[config.mk]
export PLATFORM = sky130hd
export DESIGN_NAME = coin_dispenser
export DESIGN_NICKNAME = d
export VERILOG_FILES = /design/src/rtl/coin_pkg.sv /design/src/rtl/coin_hopper.sv /design/src/rtl/coin_dispenser.sv
export SDC_FILE = /design/constraint.sdc
export NUM_CORES = 1
export LEC_CHECK = 0
export ABC_AREA = 1
export CAP_MARGIN = 0
export CORE_MARGIN = 2
export CORE_UTILIZATION = 55
export CTS_BUF_LIST = sky130_fd_sc_hd__clkbuf_4 sky130_fd_sc_hd__clkbuf_8
export DETAILED_ROUTE_END_ITERATION = 6
export PLACE_DENSITY_LB_ADDON = 0.15
export SETUP_SLACK_MARGIN = 0.4
export SLEW_MARGIN = 20
export SYNTH_ARGS = -nofsm -noshare
export SYNTH_HDL_FRONTEND = slang
export SYNTH_SLANG_ARGS = --single-unit
[constraint.sdc]
create_clock -name clk -period 5.25 [get_ports clk]
set_clock_uncertainty 0.1 [all_clocks]
set_input_delay 1.05 -clock clk [delete_from_list [all_inputs] [get_ports clk]]
set_output_delay 1.05 -clock clk [all_outputs]
set_load 0.05 [all_outputs]
[src/rtl/coin_pkg.sv]
`default_nettype none
// ============================================================================
// Module      : coin_pkg
// Description : Shared types and default widths for the coin interface
//               (coin dispenser and coin-consuming vendor blocks).
// Revision    : 1.0 - initial release
// ============================================================================
package coin_pkg;

  localparam int AMT_W_DEF      = 4;
  localparam int LVL_W_DEF      = 6;
  localparam int HOPPER_CAP_DEF = 50;
  localparam int INIT_LEVEL_DEF = 20;
  localparam int GAP_DEF        = 1;

  // Dispenser sequencing states
  typedef enum logic [2:0] {
    ST_IDLE  = 3'd0,
    ST_PULSE = 3'd1,
    ST_GAP   = 3'd2,
    ST_STALL = 3'd3,
    ST_DONE  = 3'd4
  } disp_state_t;

endpackage
`default_nettype wire

[src/rtl/coin_hopper.sv]
`default_nettype none
// ============================================================================
// Module      : coin_hopper
// Description : Coin hopper level tracker. Decrements by one per dispensed
//               coin, adds refills, and saturates at the hopper capacity.
// Revision    : 1.0 - initial release
// ============================================================================
module coin_hopper #(
  parameter int LVL_W      = 6,
  parameter int HOPPER_CAP = 50,
  parameter int INIT_LEVEL = 20
) (
  input  logic             clk,
  input  logic             rstn,
  input  logic             dec_i,
  input  logic             refill_i,
  input  logic [LVL_W-1:0] refill_amount_i,
  output logic [LVL_W-1:0] level_o,
  output logic [LVL_W-1:0] level_nxt_o,
  output logic             empty_o
);

  localparam logic [LVL_W:0] CAP_EXT = (LVL_W+1)'(HOPPER_CAP);

  logic [LVL_W-1:0] level_q;
  logic [LVL_W-1:0] level_d;
  logic [LVL_W:0]   sum_w;

  // One extra bit of headroom so level+refill never wraps before the clamp.
  // dec_i is only ever asserted with a non-zero level, so no underflow.
  always_comb begin
    sum_w   = {1'b0, level_q} - (LVL_W+1)'(dec_i)
            + (refill_i ? {1'b0, refill_amount_i} : '0);
    level_d = (sum_w > CAP_EXT) ? CAP_EXT[LVL_W-1:0] : sum_w[LVL_W-1:0];
  end

  // Level register, restored to the initial fill on reset
  always_ff @(posedge clk or negedge rstn) begin
    if (!rstn) begin
      level_q <= LVL_W'(INIT_LEVEL);
    end else begin
      level_q <= level_d;
    end
  end

  assign level_o     = level_q;
  assign level_nxt_o = level_d;
  assign empty_o     = (level_q == '0);

endmodule
`default_nettype wire

[src/rtl/coin_dispenser.sv]
`default_nettype none
// ============================================================================
// Module      : coin_dispenser
// Description : Change-return transmitter. Accepts a refund request and
//               emits one-cycle coin pulses separated by GAP idle cycles,
//               stalling while the hopper is empty and resuming on refill.
// Revision    : 1.0 - initial release
// ============================================================================
module coin_dispenser
  import coin_pkg::*;
#(
  parameter int AMT_W      = AMT_W_DEF,
  parameter int LVL_W      = LVL_W_DEF,
  parameter int HOPPER_CAP = HOPPER_CAP_DEF,
  parameter int INIT_LEVEL = INIT_LEVEL_DEF,
  parameter int GAP        = GAP_DEF
) (
  input  logic             clk,
  input  logic             rstn,
  input  logic             req_valid,
  input  logic [AMT_W-1:0] req_amount,
  output logic             req_ready,
  input  logic             refill,
  input  logic [LVL_W-1:0] refill_amount,
  output logic             coin,
  output logic             done,
  output logic             busy,
  output logic             starved,
  output logic [LVL_W-1:0] level
);

  localparam int                GAP_CW   = (GAP > 1) ? $clog2(GAP) : 1;
  localparam logic [GAP_CW-1:0] GAP_LOAD = GAP_CW'(GAP - 1);

  disp_state_t       state_q, state_d;
  logic [AMT_W-1:0]  rem_q, rem_d;
  logic [GAP_CW-1:0] gap_q, gap_d;
  logic              coin_q, done_q, busy_q, starved_q;

  logic              empty_w;
  logic [LVL_W-1:0]  level_nxt_w;

  coin_hopper #(
    .LVL_W      (LVL_W),
    .HOPPER_CAP (HOPPER_CAP),
    .INIT_LEVEL (INIT_LEVEL)
  ) u_hopper (
    .clk             (clk),
    .rstn            (rstn),
    .dec_i           (state_q == ST_PULSE),
    .refill_i        (refill),
    .refill_amount_i (refill_amount),
    .level_o         (level),
    .level_nxt_o     (level_nxt_w),
    .empty_o         (empty_w)
  );

  // Next-state, remaining-count and gap-counter logic
  always_comb begin
    state_d = state_q;
    rem_d   = rem_q;
    gap_d   = gap_q;
    unique case (state_q)
      ST_IDLE: begin
        if (req_valid) begin
          rem_d = req_amount;
          if (req_amount == '0)  state_d = ST_DONE;
          else if (empty_w)      state_d = ST_STALL;
          else                   state_d = ST_PULSE;
        end
      end
      ST_PULSE: begin
        rem_d   = rem_q - AMT_W'(1);
        gap_d   = GAP_LOAD;
        state_d = ST_GAP;
      end
      ST_GAP: begin
        if (gap_q == '0) begin
          if (rem_q == '0)  state_d = ST_DONE;
          else if (empty_w) state_d = ST_STALL;
          else              state_d = ST_PULSE;
        end else begin
          gap_d = gap_q - GAP_CW'(1);
        end
      end
      // Leave on the same edge the refill lands so the coin follows at once
      ST_STALL: begin
        if (level_nxt_w != '0) state_d = ST_PULSE;
      end
      ST_DONE: begin
        state_d = ST_IDLE;
      end
      default: begin
        state_d = ST_IDLE;
      end
    endcase
  end

  // State, counters and registered outputs decoded from the next state
  always_ff @(posedge clk or negedge rstn) begin
    if (!rstn) begin
      state_q   <= ST_IDLE;
      rem_q     <= '0;
      gap_q     <= '0;
      coin_q    <= 1'b0;
      done_q    <= 1'b0;
      busy_q    <= 1'b0;
      starved_q <= 1'b0;
    end else begin
      state_q   <= state_d;
      rem_q     <= rem_d;
      gap_q     <= gap_d;
      coin_q    <= (state_d == ST_PULSE);
      done_q    <= (state_d == ST_DONE);
      busy_q    <= (state_d != ST_IDLE);
      starved_q <= (state_d == ST_STALL);
    end
  end

  assign req_ready = (state_q == ST_IDLE);
  assign coin      = coin_q;
  assign done      = done_q;
  assign busy      = busy_q;
  assign starved   = starved_q;

endmodule
`default_nettype wire

== Word level (Yosys, flattened, before mapping) ==
Cells that the tools add are included.

* $add $sub $neg: 4
* Magnitude comparators: 1
* Eq/ne operators: 7
* Muxes and demuxes: 13
* Reduce and logical (&&, ||, !) cells: 9

{| class="wikitable"
|+ Operators by type and width
! kind !! number
|-
| 3-bit two-way mux || 5
|-
| 6-bit two-way mux || 2
|-
| 3-bit one-hot mux with 4 select lines || 1
|-
| 3-bit by 2-bit == test with 1-bit output, second input constant || 3
|-
| 4-bit logical NOT || 2
|-
| 4-bit one-hot mux with 2 select lines || 1
|-
| 7-bit adder || 1
|-
| 7-bit by 6-bit greater-than comparator with 1-bit output, second input constant || 1
|-
| 6-bit by 1-bit subtractor with 7-bit output || 1
|-
| 3-bit by 1-bit == test with 1-bit output, second input constant || 2
|-
| 6-bit logical NOT || 1
|-
| 6-bit nonzero test || 1
|-
| 4-bit two-way mux || 1
|-
| 2-bit nonzero test || 2
|-
| 4-bit by 1-bit subtractor with 4-bit output, second input constant || 1
|-
| 3-bit == test, second input constant || 1
|-
| 3-bit logical NOT || 1
|-
| 3-bit nonzero test || 1
|-
| 2-bit two-way mux || 1
|-
| 2-bit inequality test, second input constant || 1
|-
| 1-bit one-hot mux with 2 select lines || 1
|-
| 2-bit AND reduction || 1
|-
| 1-bit two-way mux || 1
|-
| 1-bit subtractor, second input constant || 1
|}

* Bits in registers: 18
* Input port bits: 14
* Output and inout port bits: 11

== Depth between registers and ports, before layout ==
Gate-level depths: netlist of the first run.

* Depth in word-level cells: 9
* Gate-level depth with buffers: 17
* Gate-level depth less buffers: 17

== Cells and area by module ==
Synthesis of the first run repeated with hierarchy kept, for this count alone.

* Cells, all modules: 182
* Area total of the unflattened synthesis: 1,337.5 µm²

{| class="wikitable"
|+ Modules (own cells, without submodules)
! module !! times used !! cells each !! area an instance (µm²) !! seq. area each (µm²)
|-
| coin_hopper || 1 || 100 || 674.4 || 152.6
|-
| coin_dispenser || 1 || 82 || 663.1 || 275.3
|}

== Worst setup path after synthesis of the first run ==
Ideal clock, no wire load.

* Path type: input to register
* Start point: input refill_amount[1]
* End point: register coin_q (netlist: coin)
* Library setup time: 123 ps
* Data arrival time: 2,581 ps
* Required time: 5,027 ps
* Path slack: 2,446 ps
* Cell stages on the path: 12
* Buffers on the path: 0
* Cell sequence: nand2_1 > ha_1 > fa_1 > inv_1 > nor2_1 > nand3_1 > nor2_2 > nand3_2 > nor2_4 > nand3_4 > nand2_2 > nor2_2

* Cells in the longest elaborated chain, start to end: 8

{| class="wikitable"
|+ RTL lines
! what !! line !! source
|-
| start, declared || coin_dispenser.sv:24 || <nowiki>input logic [LVL_W-1:0] refill_amount,</nowiki>
|-
| 6-bit two-way mux * || coin_hopper.sv:33 || <nowiki>+ (refill_i ? {1'b0, refill_amount_i} : '0);</nowiki>
|-
| 7-bit adder * || coin_hopper.sv:33 ||
|-
| 7-bit by 6-bit greater-than comparator with 1-bit output || coin_hopper.sv:34 || <nowiki>level_d = (sum_w > CAP_EXT) ? CAP_EXT[LVL_W-1:0] : sum_w[LVL_W-1:0];</nowiki>
|-
| 6-bit two-way mux * || coin_hopper.sv:34 ||
|-
| 6-bit nonzero test * || coin_dispenser.sv:88 || <nowiki>if (level_nxt_w != '0) state_d = ST_PULSE;</nowiki>
|-
| 3-bit two-way mux * || coin_dispenser.sv:88 ||
|-
| 3-bit one-hot mux with 4 select lines * || coin_dispenser.sv:63 || <nowiki>unique case (state_q)</nowiki>
|-
| net state_d[1] || coin_dispenser.sv:35 || <nowiki>disp_state_t state_q, state_d;</nowiki>
|-
| 3-bit by 1-bit == test with 1-bit output * || coin_dispenser.sv:113 || <nowiki>coin_q <= (state_d == ST_PULSE);</nowiki>
|-
| end signal, assigned || coin_dispenser.sv:113 ||
|-
| end, declared || coin_dispenser.sv:38 || <nowiki>logic coin_q, done_q, busy_q, starved_q;</nowiki>
|}

Mark *: on every way through the listed nets, which the timed path passes. The rest lies on a longest branch.
A chain may end at the register's enable or synchronous reset.

== Final worst setup path of the first run ==
* Start point: input refill
* End point: register coin_q (netlist: coin)

* Cells in the longest elaborated chain, start to end: 8

{| class="wikitable"
|+ RTL lines
! what !! line !! source
|-
| start, declared || coin_dispenser.sv:23 || <nowiki>input logic refill,</nowiki>
|-
| 6-bit two-way mux * || coin_hopper.sv:33 ||
|-
| 7-bit adder * || coin_hopper.sv:33 ||
|-
| 7-bit by 6-bit greater-than comparator with 1-bit output || coin_hopper.sv:34 ||
|-
| 6-bit two-way mux * || coin_hopper.sv:34 ||
|-
| 6-bit nonzero test * || coin_dispenser.sv:88 ||
|-
| 3-bit two-way mux * || coin_dispenser.sv:88 ||
|-
| 3-bit one-hot mux with 4 select lines * || coin_dispenser.sv:63 ||
|-
| net state_d[1] || coin_dispenser.sv:35 ||
|-
| 3-bit by 1-bit == test with 1-bit output * || coin_dispenser.sv:113 ||
|}

Marked as above.

==> results by group, run 1 <==
Status
  – Status: completed

Layout
  – Layout cells sized above 1: 17.16%
  – Final net count: 233
  – Fillers: 176
  – P&R area growth vs syn: 22.59%
  – N_diodes: 0

Placed design
  – Port Buf Inserts: 24
  – DP HPWL: 2191 um
  – Place WS: 1.675 ns
  – Gpl congestion: 0.8245

Timing
  – Fin crit share: 62.10%
  – Final Hold Viols: 0
  – Slew Limit Headroom: 51.51%
  – Unrepaired setup endpoints after global routing: false
  – Setup violators final: 0
  – Max Freq: 0.3067 GHz
  – Setup WS post-layout: 1.990 ns
  – Actual slew at the worst max-slew pin: 0.7251 ns
  – Final min period: 3.260 ns
  – Setup tns final: 0 ns
  – Slew Limit Fails: 0

Floorplanning
  – Row cnt: 17
  – Top-level port count: 25
  – Die Width: 53.57 um
  – Initial core utilization: 59.37%
  – Die H: 53.57 um
  – Die area: 0.002869 mm^2
  – Core area: 0.002276 mm^2

Logic synthesis
  – Netlist area before placement: 0.001351 mm^2
  – Synth cell types: 31
  – Primary FF master, synth: dfrtp_1
  – Avg Inst Size Synth: 7.678 um^2
  – Most common cell in the netlist: inv_1
  – Top post-synthesis cells by area: dfrtp_1 28%, ha_1 12%, inv_1 11%
  – Syn nets: 204
  – FF+latch count, synth: 17
  – Syn Inst Count: 176
  – Register area share after synthesis: 31.67%
  – FFs w/ async S/R, synth: 100.0%
  – Synth area leader: dfrtp_1
  – Top post-synthesis cells by count: 40 x inv_1, 38 x nand2_1, 15 x dfrtp_1
  – Synth warnings: 0
  – Number of synthesized flops with an enable pin: 0
  – Top-area cell type share of the netlist area: 27.78%

GRT
  – Number of global-route vias before repair: 1,119
  – Initial antenna violation count: 0
  – First-pass GRT wire length: 4678 um
  – Largest net degree at the start of global routing: 18
  – GRT Resource Usage Total: 22.87%
  – Global route overflow: 0

CTS
  – Reg clk slew, reported paths: 0.09 ns
  – Root Driver: clkbuf_4
  – Post CTS Setup Buffer Count: 0
  – Clock sink count: 17
  – Hold_buf cts: 0
  – Clock latency on the worst-skew pair: 0.30 ns
  – CTS Buffer Depth: 2
  – Total CTS buffers: 3
  – Htree depth: 1
  – CTS tree: done
  – Post_cts resized: 0

Setup path
  – CP Max Fanout: 6
  – Crit-path cells: clkdlybuf4s50_1, nand2_1, ha_1, fa_1, inv_1, nor2_1, nand3_1, nor2_2, nand3_2, nor2_4, nand3_4, nand2_2, nor2_2
  – Crit start category: primary input
  – CP Class: in -> reg
  – Crit path capture type: flop
  – Crit path DAT: 3.35 ns
  – Cell mode on critical path: nor2_2
  – CP max stage delay: 0.60 ns
  – WP data required: 5.34 ns
  – CP max stage cell: clkdlybuf4s50_1

Routing
  – DR iter-0 viols: 17
  – Vias post-DR: 1,168
  – Via-to-Cell Ratio: 5.034
  – Drt first pass iters: 4
  – Antenna Nets Post-Route: 0
  – Number of remaining DRC errors: 0
  – Final wirelength: 2614 um
  – Wire per inst: 11.27 um

Job
  – MaxCap Viol Count: 0

Power and ir drop
  – Power Density: 649.2 mW/mm^2
  – Maximum vdd drop: 460.9 uV
  – Lkg Pwr: 0.0008908 uW

Min path
  – Type of the worst min-delay path: reg -> reg
==> sequential cells by signal (all words and copies together), names as in the netlist <==
signal and cells:
coin 1, busy 1, starved 1, u_hopper.level_o 6
done 1, rem_q 4, state_q 3
==> stage by stage <==
| step | instance area (um^2) | total power (uW) | utilization, % | hold slack, ns | cells |
|---|---|---|---|---|---|
| floorplan | 1351 | 827.5 | - | 0.3786 | 176 |
| global placement | 1627 | 982.3 | 71.47 | 0.4013 | 228 |
| detailed placement | 1627 | 999.3 | 71.47 | 0.4275 | 228 |
| CTS | 1657 | 1077 | 72.79 | 0.4422 | 232 |
| global route | 1657 | 1192 | 72.79 | 0.4499 | 232 |
| finish | 1657 | 1076 | 72.79 | 0.4359 | 232 |
==> cell type report <==
class / count / area (um^2) / share of cell area, %
multi-input cells: 114 / 754.5 / 45.54
flip-flops and latches: 17 / 427.9 / 25.83
repair buffers: 24 / 240.2 / 14.50
inverters: 45 / 168.9 / 10.20
well taps: 28 / 35.03 / 2.115
clock buffers: 4 / 30.03 / 1.813
==> power by group <==
| part | switching [uW] | internal [uW] | leakage, uW |
|---|---|---|---|
| Combinational | 503 | 272 | 0.000667 |
| Clock | 41.0 | 34.8 | 0.0000184 |
| Sequential | 35.7 | 190 | 0.000206 |
==> layer usage <==
metal  vias to the layer above  GRT usage (%)  part of all wire, %  routed length [um]
met2                        22          37.04                   45                1186
met5                         -              0                    0                   0
li1                        605              -                    -                   -
met4                         0          5.556                 0.65                  17
met3                         4          6.389                  5.2                 137
met1                       537          30.32                   49                1273
==> cells in the final DEF, fill, tap and decap left out, types with 2 or more instances in the layout <==
cell             netlist  layout
clkbuf_4               0       4
clkdlybuf4s50_1        0      24
nand4_1                5       5
dfstp_2                2       2
nor2_1                 8       8
dfrtp_1               15      15
nand3_1                9       9
a21oi_1                4       4
a21oi_2                2       2
o21ai_1                2       2
inv_2                  4       4
ha_1                  13      13
o21ai_0                2       2
inv_1                 40      40
nor3_1                 2       2
nand2_4                3       3
nor2_4                 2       2
nand2_2                6       6
nor2_2                 6       6
nand2_1               38      38
==> critical path, delay by kind of cell <==
| kind | cells | cell delay (ns) |
|---|---|---|
| AND/OR/NAND/NOR | 9 | 0.75 |
| buffers and inverters | 2 | 0.65 |
| adder cells (fa/ha/maj) | 2 | 0.89 |
==> logic make-up after synthesis <==
| group | Yosys count | synth area share, % |
|---|---|---|
| flops | 17 | 31.67 |
| fa+ha+maj | 14 | 13.52 |
| simple gates | 84 | 33.80 |
| buf+inv | 45 | 12.50 |
| compound gates | 16 | 8.520 |
==> path summary, 6_finish.rpt <==
path	startpoint	endpoint	slack (ns)	depth (start not counted)
hold / removal	rem_q[0]$_DFFE_PN0P_	rem_q[0]$_DFFE_PN0P_	0.44	1
hold reg to reg	rem_q[0]$_DFFE_PN0P_	rem_q[0]$_DFFE_PN0P_	0.44	1
max in group asynchronous	rstn	coin$_DFF_PN0_	3.52	1
setup reg to reg	state_q[2]$_DFF_PN0_	coin$_DFF_PN0_	2.41	17
min in group asynchronous	rstn	rem_q[3]$_DFFE_PN0P_	1.08	1
setup / recovery	refill	coin$_DFF_PN0_	1.99	13
No activity file was read; power rests on OpenSTA's default activity.
==> run 2, diff against run 1 <==
- CORE_UTILIZATION: 55 -> 54
- clock period: 5.25 -> 3.1 ns (I/O delays scaled with it)
==> results by group, run 2 (synthesis results as in run 1) <==
Setup path
  – CP max stage cell: clkdlybuf4s50_1
  – Crit-path cells: nor2_2, buf_4, buf_4, nand2_2, inv_1, clkdlybuf4s50_1
  – WP data required: 2.38 ns
  – CP Max Fanout: 2
  – Crit path DAT: 1.95 ns
  – CP Class: reg -> out
  – CP max stage delay: 0.79 ns
  – Crit start category: flop
  – Crit path capture type: primary output
  – Cell mode on critical path: buf_4

Floorplanning
  – Die Width: 54.03 um
  – Die H: 54.03 um
  – Die area: 0.002919 mm^2
  – Core area: 0.002432 mm^2
  – Top-level port count: 25
  – Initial core utilization: 55.56%
  – Row cnt: 18

Routing
  – Wire per inst: 11.70 um
  – Vias post-DR: 1,207
  – Via-to-Cell Ratio: 5.029
  – Number of remaining DRC errors: 0
  – Antenna Nets Post-Route: 0
  – DR iter-0 viols: 27
  – Final wirelength: 2808 um
  – Drt first pass iters: 4

Power and ir drop
  – Maximum vdd drop: 736.8 uV
  – Power Density: 1114 mW/mm^2
  – Lkg Pwr: 0.0009181 uW

Timing
  – Slew Limit Fails: 0
  – Max Freq: 0.3751 GHz
  – Final Hold Viols: 0
  – Final min period: 2.666 ns
  – Slew Limit Headroom: 49.64%
  – Setup violators final: 0
  – Fin crit share: 86.00%
  – Actual slew at the worst max-slew pin: 0.7530 ns
  – Setup WS post-layout: 0.4339 ns
  – Setup tns final: 0 ns
  – Unrepaired setup endpoints after global routing: true

Layout
  – Layout cells sized above 1: 22.86%
  – Final net count: 239
  – Most frequent cells in the layout: 37 x nand2_1, 37 x inv_1, 23 x clkdlybuf4s50_1
  – Post-route cell area: 0.001745 mm^2
  – P&R area growth vs syn: 29.17%
  – Max reg flops: 6
  – N_diodes: 0

CTS
  – Total CTS buffers: 3
  – Htree depth: 1
  – Clock sink count: 17
  – Reg clk slew, reported paths: 0.10 ns
  – Hold_buf cts: 0
  – CTS tree: done
  – CTS Buffer Depth: 2
  – Clock latency on the worst-skew pair: 0.29 ns
  – Root Driver: clkbuf_4

Placed design
  – Port Buf Inserts: 24
  – Place WS: 0.01637 ns
  – Gpl congestion: 0.7889
  – DP Area: 0.001629 mm^2
  – DP HPWL: 2220 um

GRT
  – GRT Resource Usage Total: 21.87%
  – Largest net degree at the start of global routing: 18
  – Initial antenna violation count: 0
  – First-pass GRT wire length: 4581 um
  – Global route overflow: 0
  – Number of global-route vias before repair: 1,091

Min path
  – Type of the worst min-delay path: reg -> reg

Status
  – Status: completed

Job
  – MaxCap Viol Count: 0
[run 2: cell count changes in the layout (fill, tap and decap cells not counted)]
cell	delta
nand2_1	-1
buf_4	+6
inv_2	+2
inv_4	+1
inv_1	-3
nand2_2	+1
clkdlybuf4s50_1	-1
ha_1	-3
dlygate4sd2_1	+1
ha_4	+3
[run 2: metal layers]
metal	vias up	part of all wire [%]	track usage, %
li1	618	-	-
met1	559	49	29.53
met2	26	45	35.57
met3	4	5.1	5.000
met4	0	1.0	5.000
met5	-	0	0
[run 2: what timing repair did]
item	CTS	global route
resized for setup	2	8
buffers inserted	2	4
setup endpoints to repair	7	8
pin swaps	1	4
[run 2: critical path, delay by kind of cell, from the launching register on]
kind                   cells  cell delay, ns
buffers and inverters      4            1.06
flip-flops                 1            0.40
AND/OR/NAND/NOR            2            0.20
[run 2: report_power, final]
| part | leakage (uW) | switching (uW) | internal [uW] |
|---|---|---|---|
| Combinational | 0.000694 | 904 | 531 |
| Clock | 0.0000184 | 67.9 | 58.9 |
| Sequential | 0.000206 | 60.6 | 321 |
[run 2: final timing paths]
path	start	endpoint	slack (ns)	depth (start not counted)
max in group asynchronous	rstn	done$_DFF_PN0_	1.76	1
worst max-delay path	state_q[2]$_DFF_PN0_	req_ready	0.43	6
worst min-delay path	rem_q[0]$_DFFE_PN0P_	rem_q[0]$_DFFE_PN0P_	0.44	1
min in group asynchronous	rstn	rem_q[1]$_DFFE_PN0P_	0.66	1
worst min register to register	rem_q[0]$_DFFE_PN0P_	rem_q[0]$_DFFE_PN0P_	0.44	1
worst max register to register	state_q[2]$_DFF_PN0_	coin$_DFF_PN0_	0.52	17
[run 2: per-stage QoR]
step           utilization [%]  instances  hold slack [ns]  total power, uW
2_1_floorplan                -        176           0.2244             1401
3_3_place_gp             66.98        230           0.3994             1670
3_5_place_dp             66.98        230           0.4286             1707
4_1_cts                  68.88        236           0.4473             1864
5_1_grt                  71.76        240           0.4587             2131
6_report                 71.76        240           0.4417             1944
[run 2: layout make-up]
| class | count | area, um^2 |
|---|---|---|
| Clock buffer | 4 | 30.03 |
| Fill cell | 198 | 686.9 |
| Inverter | 45 | 171.4 |
| Multi-Input combinational cell | 114 | 794.5 |
| Sequential cell | 17 | 427.9 |
| Tap cell | 30 | 37.54 |
| Timing Repair Buffer | 30 | 284.0 |
